<file path="config.mk">
export PLATFORM = sky130hd
export DESIGN_NAME = router_sync_n
export DESIGN_NICKNAME = d
export VERILOG_FILES = /design/src/rtl/router_pkg.sv /design/src/rtl/router_sync_timer.sv /design/src/rtl/router_sync_n.sv
export SDC_FILE = /design/constraint.sdc
export NUM_CORES = 1
export LEC_CHECK = 0
export CAP_MARGIN = 0
export CORE_MARGIN = 2
export CORE_UTILIZATION = 25
export CTS_CLUSTER_SIZE = 12
export DETAILED_ROUTE_END_ITERATION = 8
export PLACE_DENSITY = 0.53
export SLEW_MARGIN = 10
export SYNTH_ARGS = -nofsm -noshare
export SYNTH_HDL_FRONTEND = slang
export SYNTH_SLANG_ARGS = --single-unit
</file>
<file path="constraint.sdc">
create_clock -name clk -period 2.08 [get_ports clk]
set_input_delay 0.416 -clock clk [delete_from_list [all_inputs] [get_ports clk]]
set_output_delay 0.416 -clock clk [all_outputs]
set_load 0.03 [all_outputs]
</file>
<file path="src/rtl/router_pkg.sv">
// Shared router constants: port limit, default soft-reset timeout and a
// constant-foldable clog2 used for counter sizing.
package router_pkg;

  localparam int ROUTER_MAX_PORTS   = 8;
  localparam int ROUTER_TIMEOUT_DEF = 30;

  function automatic int router_clog2(input int value);
    int result;
    result = 0;
    while ((1 << result) < value) result++;
    return result;
  endfunction

endpackage

</file>
<file path="src/rtl/router_sync_timer.sv">
// Per-port idle-valid watchdog: pulses soft_reset for one cycle after
// TIMEOUT consecutive cycles of valid data that nobody reads.
module router_sync_timer
  import router_pkg::*;
#(
  parameter int TIMEOUT = ROUTER_TIMEOUT_DEF
) (
  input  logic clk,
  input  logic resetn,
  input  logic vld,
  input  logic rd,
  output logic soft_reset
);

  localparam int CNT_W = router_clog2(TIMEOUT);
  localparam logic [CNT_W-1:0] CNT_LAST = CNT_W'(TIMEOUT - 1);

  logic [CNT_W-1:0] cnt;

  // A read on the would-be-timeout edge takes priority over the pulse.
  always_ff @(posedge clk or posedge resetn) begin
    if (resetn) begin
      cnt        <= '0;
      soft_reset <= 1'b0;
    end else if (!vld || rd) begin
      cnt        <= '0;
      soft_reset <= 1'b0;
    end else if (cnt == CNT_LAST) begin
      cnt        <= '0;
      soft_reset <= 1'b1;
    end else begin
      cnt        <= cnt + CNT_W'(1);
      soft_reset <= 1'b0;
    end
  end

endmodule

</file>
<file path="src/rtl/router_sync_n.sv">
// Router synchroniser for NUM_PORTS output FIFOs: header address latch,
// write-strobe steering, full-flag mux, valid outputs and per-port timeouts.
module router_sync_n
  import router_pkg::*;
#(
  parameter int NUM_PORTS = 3,
  parameter int ADDR_W    = 2,
  parameter int TIMEOUT   = ROUTER_TIMEOUT_DEF
) (
  input  logic                 clk,
  input  logic                 resetn,
  input  logic                 detect_add,
  input  logic                 write_enb_reg,
  input  logic [ADDR_W-1:0]    addr_in,
  input  logic [NUM_PORTS-1:0] read_enb,
  input  logic [NUM_PORTS-1:0] fifo_empty,
  input  logic [NUM_PORTS-1:0] full,
  output logic [NUM_PORTS-1:0] vld_out,
  output logic [NUM_PORTS-1:0] write_enb,
  output logic                 fifo_full,
  output logic [NUM_PORTS-1:0] soft_reset,
  output logic                 addr_err
);

  logic [ADDR_W-1:0] addr_q;
  logic [ADDR_W-1:0] sel;

  always_ff @(posedge clk or posedge resetn) begin
    if (resetn) begin
      addr_q   <= '0;
      addr_err <= 1'b0;
    end else if (detect_add) begin
      addr_q   <= addr_in;
      addr_err <= (int'(addr_in) >= NUM_PORTS);
    end
  end

  // Bypass the latch during DECODE so the FSM sees the full flag immediately;
  // an out-of-range address reads as not-full so the bad packet drains.
  assign sel = detect_add ? addr_in : addr_q;

  always_comb begin
    fifo_full = 1'b0;
    for (int i = 0; i < NUM_PORTS; i++) begin
      if (sel == ADDR_W'(i)) fifo_full = full[i];
    end
  end

  always_comb begin
    write_enb = '0;
    for (int i = 0; i < NUM_PORTS; i++) begin
      write_enb[i] = write_enb_reg & ~addr_err & (addr_q == ADDR_W'(i));
    end
  end

  assign vld_out = ~fifo_empty;

  for (genvar g = 0; g < NUM_PORTS; g++) begin : g_timer
    router_sync_timer #(
      .TIMEOUT (TIMEOUT)
    ) u_timer (
      .clk        (clk),
      .resetn     (resetn),
      .vld        (vld_out[g]),
      .rd         (read_enb[g]),
      .soft_reset (soft_reset[g])
    );
  end

endmodule

</file>
==> results of run 1 <==
## repair_timing
action,4_1_cts,5_1_grt
setup buffers,1,0
setup endpoints to repair,1,0
gates resized for setup,1,0
## critical path: stages
cell and delay (ns):
sky130_fd_sc_hd__clkdlybuf4s50_1 0.44, sky130_fd_sc_hd__inv_1 0.06, sky130_fd_sc_hd__clkdlybuf4s50_1 0.65
## synthesized netlist by cell type, drive strengths merged (3+ instances only)
cell type,number
dfrtp,21
nor2,18
inv,9
nand3,8
buf,6
ha,6
xor2,6
nand2,3
nand4,3
nor3,3
xnor2,3
## per-layer routing
| layer | wire length, microns | GRT usage | up-vias | share of wire |
|---|---|---|---|---|
| met5 | 0 | 0 | - | 0 |
| met4 | 0 | 0.01531 | 0 | 0 |
| met3 | 125 | 0.03209 | 0 | 0.074 |
| met2 | 826 | 0.1600 | 22 | 0.49 |
| met1 | 736 | 0.1000 | 345 | 0.44 |
| li1 | - | - | 350 | - |
## cell usage in the layout (no fill, tap or decap)
master and instances:
sky130_fd_sc_hd__o21ai_1 1, sky130_fd_sc_hd__xor2_1 6, sky130_fd_sc_hd__nor4b_1 1, sky130_fd_sc_hd__ha_1 6
sky130_fd_sc_hd__nand3_1 8, sky130_fd_sc_hd__mux2i_2 1, sky130_fd_sc_hd__nand4_1 3, sky130_fd_sc_hd__nand2_1 3
sky130_fd_sc_hd__mux2i_1 1, sky130_fd_sc_hd__dlygate4sd2_1 1, sky130_fd_sc_hd__clkdlybuf4s50_1 20, sky130_fd_sc_hd__dfrtp_1 21
sky130_fd_sc_hd__mux2_2 1, sky130_fd_sc_hd__nor3_1 3, sky130_fd_sc_hd__buf_4 6, sky130_fd_sc_hd__xnor2_1 3
sky130_fd_sc_hd__clkinv_2 1, sky130_fd_sc_hd__nor2_1 18, sky130_fd_sc_hd__nor4bb_1 2, sky130_fd_sc_hd__o21ai_0 1
sky130_fd_sc_hd__inv_1 9, sky130_fd_sc_hd__clkbuf_8 3
## area by class of cell
type,count,area share
clock buffers,3,0.03176
clock inverters,1,0.003850
inverters,9,0.02599
multi-input cells,58,0.2926
flip-flops and latches,21,0.4042
well taps,48,0.04620
repair buffers,27,0.1954
## logic make-up (layout without fill, tap and decap cells)
group,Yosys count,count (layout),share of synthesized area
compound gates,2,2,0.01016
xor+xnor,9,9,0.08006
fa+ha+maj,6,6,0.07624
buf+inv,15,40,0.08005
flops,21,21,0.5337
mux,3,3,0.03557
simple gates,38,38,0.1842
## how the worst min path moves through the flow
stage,endpoint,cells past startpoint
6_report,g_timer[0].u_timer.soft_reset$_DFF_PP0_,2
5_1_grt,g_timer[0].u_timer.soft_reset$_DFF_PP0_,2
4_1_cts,g_timer[0].u_timer.soft_reset$_DFF_PP0_,2
3_5_place_dp,g_timer[2].u_timer.cnt[0]$_DFF_PP0_,1
3_3_place_gp,g_timer[0].u_timer.cnt[0]$_DFF_PP0_,1
2_1_floorplan,addr_err$_DFFE_PP0P_,1
## metrics by stage
step           instances  setup WS [ns]  hold WS, ns
3_3_place_gp         162       -0.02799       0.4751
5_1_grt              167        0.03505       0.4812
6_report             167        0.08358       0.4297
2_1_floorplan         94        0.08440       0.3925
3_5_place_dp         162       -0.05955       0.4929
4_1_cts              167        0.07866       0.4461
## state kept, by name, summed over array words and instances, names as in the netlist
name                        cells
addr_q                          2
addr_err                        1
g_timer.u_timer.soft_reset      3
g_timer.u_timer.cnt            15
## where the power goes
| group | switching (mW) | total, mW | internal (mW) |
|---|---|---|---|
| combinational | 0.0586 | 0.116 | 0.0577 |
| sequential | 0.0120 | 0.431 | 0.419 |
| clock | 0.126 | 0.259 | 0.133 |
==> impl_results.rst, run 1 <==
.. list-table::
   :header-rows: 1

   * - Metric
     - Value
   * - Clock root buffer
     - sky130_fd_sc_hd__clkbuf_8
   * - Die Width
     - 66.76 microns
   * - Clock tree buffer depth
     - 2
   * - Via count of the first global-routing pass
     - 761
   * - Required @ worst endpoint
     - 1.66 ns
   * - Clock Skew
     - 0.006484 ns
   * - FILL cells
     - 382
   * - RR Startpoint
     - g_timer[2].u_timer.cnt[1]$_DFF_PP0_
   * - Asr flop ratio synth
     - 1.000
   * - Share of final-layout standard cells stronger than drive strength 1
     - 0.1008
   * - Die Y-Extent
     - 66.76 microns
   * - Mapped Cells
     - 94
   * - Mean area per synthesized cell
     - 10.48 sq um
   * - Destination of the critical timing path
     - vld_out[1]
   * - Synth top area share
     - 0.5337
   * - Total wire length
     - 1687 microns
   * - Initial antenna violation count
     - 0
   * - Main synth FF type
     - sky130_fd_sc_hd__dfrtp_1
   * - Number of maximum-capacitance violations
     - 0
   * - Critical Setup Path Class
     - in2out
   * - Count of flip-flops with a built-in enable after synthesis
     - 0
   * - Net total in the final layout
     - 141
   * - Worst max-slew margin expressed relative to the limit
     - 0.7477
   * - Cell variety after synth
     - 18
   * - Post-CTS Hold Buffers
     - 0
   * - Total routing resource utilization after global routing
     - 0.08838
   * - Sequential-to-total area share from yosys stat
     - 0.5337
   * - Number of DRC markers in iteration 0
     - 19
   * - Arrival time at the worst endpoint
     - 1.58 ns
   * - Depth of the worst register-to-register path
     - 5
   * - Type of origin of the critical path
     - input port
   * - Type of destination of the critical path
     - output pin
   * - Yosys reg bits
     - 21
   * - Area Overhead vs Synth
     - 32.02%
   * - Power density over the cells
     - 620.3 nW/um^2
   * - Peak supply drop
     - 0.2518 mV
   * - Yosys top cell by area
     - sky130_fd_sc_hd__dfrtp_1
   * - Final core utilization
     - 0.3498
   * - Number of inserted diodes
     - 0
   * - Crit share post-route
     - 0.9598
   * - Crit-path max FO
     - 3
   * - Routability-driven placement congestion ratio
     - 0.6651
   * - Number of buffers created by CTS
     - 3
   * - Core Footprint
     - 3716 sq um
   * - Setup violations, final
     - 0
   * - Post-Syn Area
     - 984.7 sq um
   * - Max Freq
     - 500.9 MHz
   * - Half-perimeter wire length after detailed placement
     - 1347 microns
   * - Post-synth net total
     - 115
   * - Worst slew pin tran
     - 0.3780 ns
   * - Total leakage power
     - 0.5944 nW
   * - Top cells by area in the synthesized netlist
     - sky130_fd_sc_hd__dfrtp_1 (53%), sky130_fd_sc_hd__ha_1 (7.6%), sky130_fd_sc_hd__nor2_1 (6.9%)
   * - Clock tree sinks
     - 21
   * - Final setup TNS
     - 0 ns
   * - Worst reg2reg endpoint
     - g_timer[2].u_timer.cnt[3]$_DFF_PP0_
   * - Critical Path Source
     - fifo_empty[1]
   * - IO buf count
     - 25
   * - Storage cell area
     - 525.5 sq um
   * - Clock insertion delay at the later pin of the skew report
     - 0.25 ns
   * - Number of remaining DRC errors
     - 0
   * - Combined area of the multi-input logic cells
     - 380.4 sq um
   * - Final global-route overflow total
     - 0
   * - Path class of the lowest-slack min-delay path
     - in2async
   * - Yosys warning total
     - 0
   * - Clock-pin slew on the worst setup and hold paths
     - 0.08 ns
   * - ANT nets after route
     - 0
   * - Area enclosed by the die boundary
     - 4457 sq um
   * - Wire length of the first global-routing pass
     - 3042 microns
   * - Average via count per standard cell
     - 4.293
   * - Largest net degree at the start of global routing
     - 13
   * - I/O Pins
     - 26
   * - Max-slew violation total from the final report
     - 0
   * - Number of detailed-routing iterations run before antenna repair
     - 4
   * - Via count of the routed design
     - 717
   * - Run status
     - completed
   * - Std-Cell Rows
     - 22
   * - Worst reg2reg setup slack
     - 0.97 ns
   * - H-tree depth
     - 1
   * - Unrepaired setup endpoints after global routing
     - no
   * - TritonCTS clock tree
     - yes
   * - Post-route standard cell area excluding fillers
     - 1300 sq um
   * - Final hold violation count
     - 0
   * - Average wire per cell in the routed design
     - 10.10 microns
   * - Effective utilization at floorplan
     - 0.2650
   * - Post-DP Area
     - 1247 sq um
   * - Post-layout min period
     - 1.996 ns
   * - Power consumption
     - 0.8064 mW
(Power assumes the default switching activity.)
==> run 2: changes to the inputs <==
SLEW_MARGIN = default   (was 10)
==> results of run 2 <==
The final DEF is identical to that of run 1; final timing and power are the same.
==> run 3: changes to the inputs <==
DONT_BUFFER_PORTS = 1   (was default)
PLACE_DENSITY = 0.44   (was 0.53)
RECOVER_POWER = 25   (was default)
==> impl_results.rst, run 3 (synthesis results as in run 1) <==
.. list-table::
   :header-rows: 1

   * - Metric
     - Value
   * - Area enclosed by the die boundary
     - 4457 sq um
   * - Crit share post-route
     - 0.8560
   * - Core Footprint
     - 3716 sq um
   * - Post-layout min period
     - 1.781 ns
   * - Unrepaired setup endpoints after global routing
     - no
   * - Total wire length
     - 1538 microns
   * - Worst reg2reg endpoint
     - g_timer[1].u_timer.cnt[4]$_DFF_PP0_
   * - Biggest registers after layout
     - g_timer.u_timer.cnt x15, g_timer.u_timer.soft_reset x3, addr_q x2
   * - Max-slew violation total from the final report
     - 0
   * - Type of origin of the critical path
     - flop
   * - Number of buffers created by CTS
     - 3
   * - Clock root buffer
     - sky130_fd_sc_hd__clkbuf_8
   * - Cell with the largest stage delay on the worst path
     - sky130_fd_sc_hd__dfrtp_1
   * - Half-perimeter wire length after detailed placement
     - 1178 microns
   * - Proportion of total power due to net switching
     - 0.2449
   * - Post-CTS Hold Buffers
     - 0
   * - Path class of the lowest-slack min-delay path
     - in2async
   * - TritonCTS clock tree
     - yes
   * - Clock-pin slew on the worst setup and hold paths
     - 0.07 ns
   * - Via count of the routed design
     - 621
   * - Clock tree buffer depth
     - 2
   * - Required @ worst endpoint
     - 1.66 ns
   * - Share of final-layout standard cells stronger than drive strength 1
     - 0.09375
   * - Final global-route overflow total
     - 0
   * - IO buf count
     - 0
   * - Number of detailed-routing iterations run before antenna repair
     - 4
   * - Net total in the final layout
     - 118
   * - Clock insertion delay at the later pin of the skew report
     - 0.25 ns
   * - Die Width
     - 66.76 microns
   * - Peak supply drop
     - 0.3443 mV
   * - Setup violations, final
     - 0
   * - Number of inserted diodes
     - 0
   * - Cell count after placement
     - 140
   * - Average wire per cell in the routed design
     - 10.68 microns
   * - I/O Pins
     - 26
   * - Average via count per standard cell
     - 4.313
   * - Number of standard cells in the final layout excluding fillers
     - 144
   * - Number of maximum-capacitance violations
     - 0
   * - Depth of the worst register-to-register path
     - 4
   * - Final hold violation count
     - 0
   * - Clock tree sinks
     - 21
   * - Routability-driven placement congestion ratio
     - 0.6875
   * - Most flops, register
     - g_timer.u_timer.cnt
   * - Worst hold slack across all endpoints
     - 0.1973 ns
   * - Initial antenna violation count
     - 0
   * - ANT nets after route
     - 0
   * - Power density over the cells
     - 709.2 nW/um^2
   * - Internal power
     - 0.5763 mW
   * - Std-Cell Rows
     - 22
   * - Number of flip-flops in the largest register
     - 15
   * - Destination of the critical timing path
     - fifo_full
   * - Combinational group share of total power
     - 0.092
   * - Wire length of the first global-routing pass
     - 2656 microns
   * - Final core utilization
     - 0.2896
   * - Critical Setup Path Class
     - reg2out
   * - Die Y-Extent
     - 66.76 microns
   * - Type of destination of the critical path
     - output pin
   * - Commonest non-fill, non-tap cell in the layout
     - sky130_fd_sc_hd__dfrtp_1
   * - Worst slew pin tran
     - 0.8017 ns
   * - Largest net degree at the start of global routing
     - 22
   * - Effective utilization at floorplan
     - 0.2650
   * - Area Overhead vs Synth
     - 9.276%
   * - Crit-path max FO
     - 4
   * - Run status
     - completed
   * - Worst max-slew margin expressed relative to the limit
     - 0.4650
   * - Final setup TNS
     - 0 ns
   * - Worst reg2reg setup slack
     - 1.00 ns
   * - Most frequent cells in the layout
     - sky130_fd_sc_hd__dfrtp_1 (21), sky130_fd_sc_hd__nor2_1 (18), sky130_fd_sc_hd__inv_1 (9)
   * - Total routing resource utilization after global routing
     - 0.08155
   * - H-tree depth
     - 1
   * - Clock network fraction of design power
     - 0.340
   * - Arrival time at the worst endpoint
     - 1.36 ns
   * - Number of DRC markers in iteration 0
     - 17
   * - Switching power of the nets
     - 0.1869 mW
   * - Number of remaining DRC errors
     - 0
   * - Delay-heaviest family, CP
     - multiplexers
   * - Stages on the worst setup path
     - 4
   * - Clock Skew
     - 0.0009339 ns
   * - CTS resizes
     - 0
   * - Critical Path Source
     - addr_q[1]$_DFF_PP0_
   * - Total leakage power
     - 0.5033 nW
   * - Max Freq
     - 561.6 MHz
   * - Post-CTS setup buffer count
     - 0
   * - Crit path buf inv count
     - 1
   * - Crit path cell chain
     - mux2i_2 -> mux2i_1 -> o21ai_1 -> buf_4
   * - Sequential group share of total power
     - 0.569
   * - Via count of the first global-routing pass
     - 634
   * - RR Startpoint
     - g_timer[1].u_timer.cnt[0]$_DFF_PP0_
   * - Crit path largest cell delay
     - 0.42 ns
==> run 3: metal layers <==
metal / GRT usage / routed length, microns / vias up
li1: - / - / 305
met1: 0.08824 / 661 / 292
met2: 0.1350 / 741 / 22
met3: 0.04730 / 116 / 2
met4: 0.02296 / 19 / 0
met5: 0 / 0 / -
==> run 3: cell type report <==
class	count	area (sq um)
sequential	21	525.5
clock buffer	3	41.29
inverter	9	33.78
clock inverter	1	5.005
timing repair buffer	4	30.03
fill	409	2640
multi-input combinational	58	380.4
tap	48	60.06
==> run 3: how the worst min path moves through the flow <==
stage / end / cells past startpoint / start / slack (ns)
after floorplan: addr_err$_DFFE_PP0P_ / 1 / resetn / 0.39
after global placement: g_timer[2].u_timer.cnt[0]$_DFF_PP0_ / 1 / g_timer[2].u_timer.cnt[0]$_DFF_PP0_ / 0.48
after detailed placement: g_timer[0].u_timer.cnt[0]$_DFF_PP0_ / 1 / g_timer[0].u_timer.cnt[0]$_DFF_PP0_ / 0.49
after CTS: g_timer[1].u_timer.soft_reset$_DFF_PP0_ / 1 / fifo_empty[1] / 0.21
after global routing: g_timer[0].u_timer.soft_reset$_DFF_PP0_ / 1 / fifo_empty[0] / 0.21
final: g_timer[1].u_timer.cnt[2]$_DFF_PP0_ / 1 / resetn / 0.20
==> run 3: power by group through the flow <==
| stage | sequential [mW] | combinational (mW) | clock (mW) |
|---|---|---|---|
| after floorplan | 0.439 | 0.0595 | 0 |
| after global placement | 0.442 | 0.0718 | 0 |
| after detailed placement | 0.442 | 0.0723 | 0 |
| after CTS | 0.434 | 0.0725 | 0.279 |
| after global routing | 0.436 | 0.0793 | 0.296 |
| final | 0.434 | 0.0700 | 0.259 |
==> run 3: worst reg2reg max path: stages (launching register included) <==
cell and delay (ns):
sky130_fd_sc_hd__dfrtp_1 0.41, sky130_fd_sc_hd__ha_1 0.21, sky130_fd_sc_hd__nand4_1 0.11, sky130_fd_sc_hd__nand2_1 0.14
sky130_fd_sc_hd__nor2_1 0.14
==> run 3: through the flow <==
stage	total power [mW]	setup WS [ns]	instance area, sq um
4_1_cts	0.7851	0.2693	1076
3_5_place_dp	0.5143	0.5341	1030
5_1_grt	0.8119	0.1144	1076
6_report	0.7631	0.2994	1076
3_3_place_gp	0.5135	0.5725	1030
2_1_floorplan	0.4983	0.08440	984.7
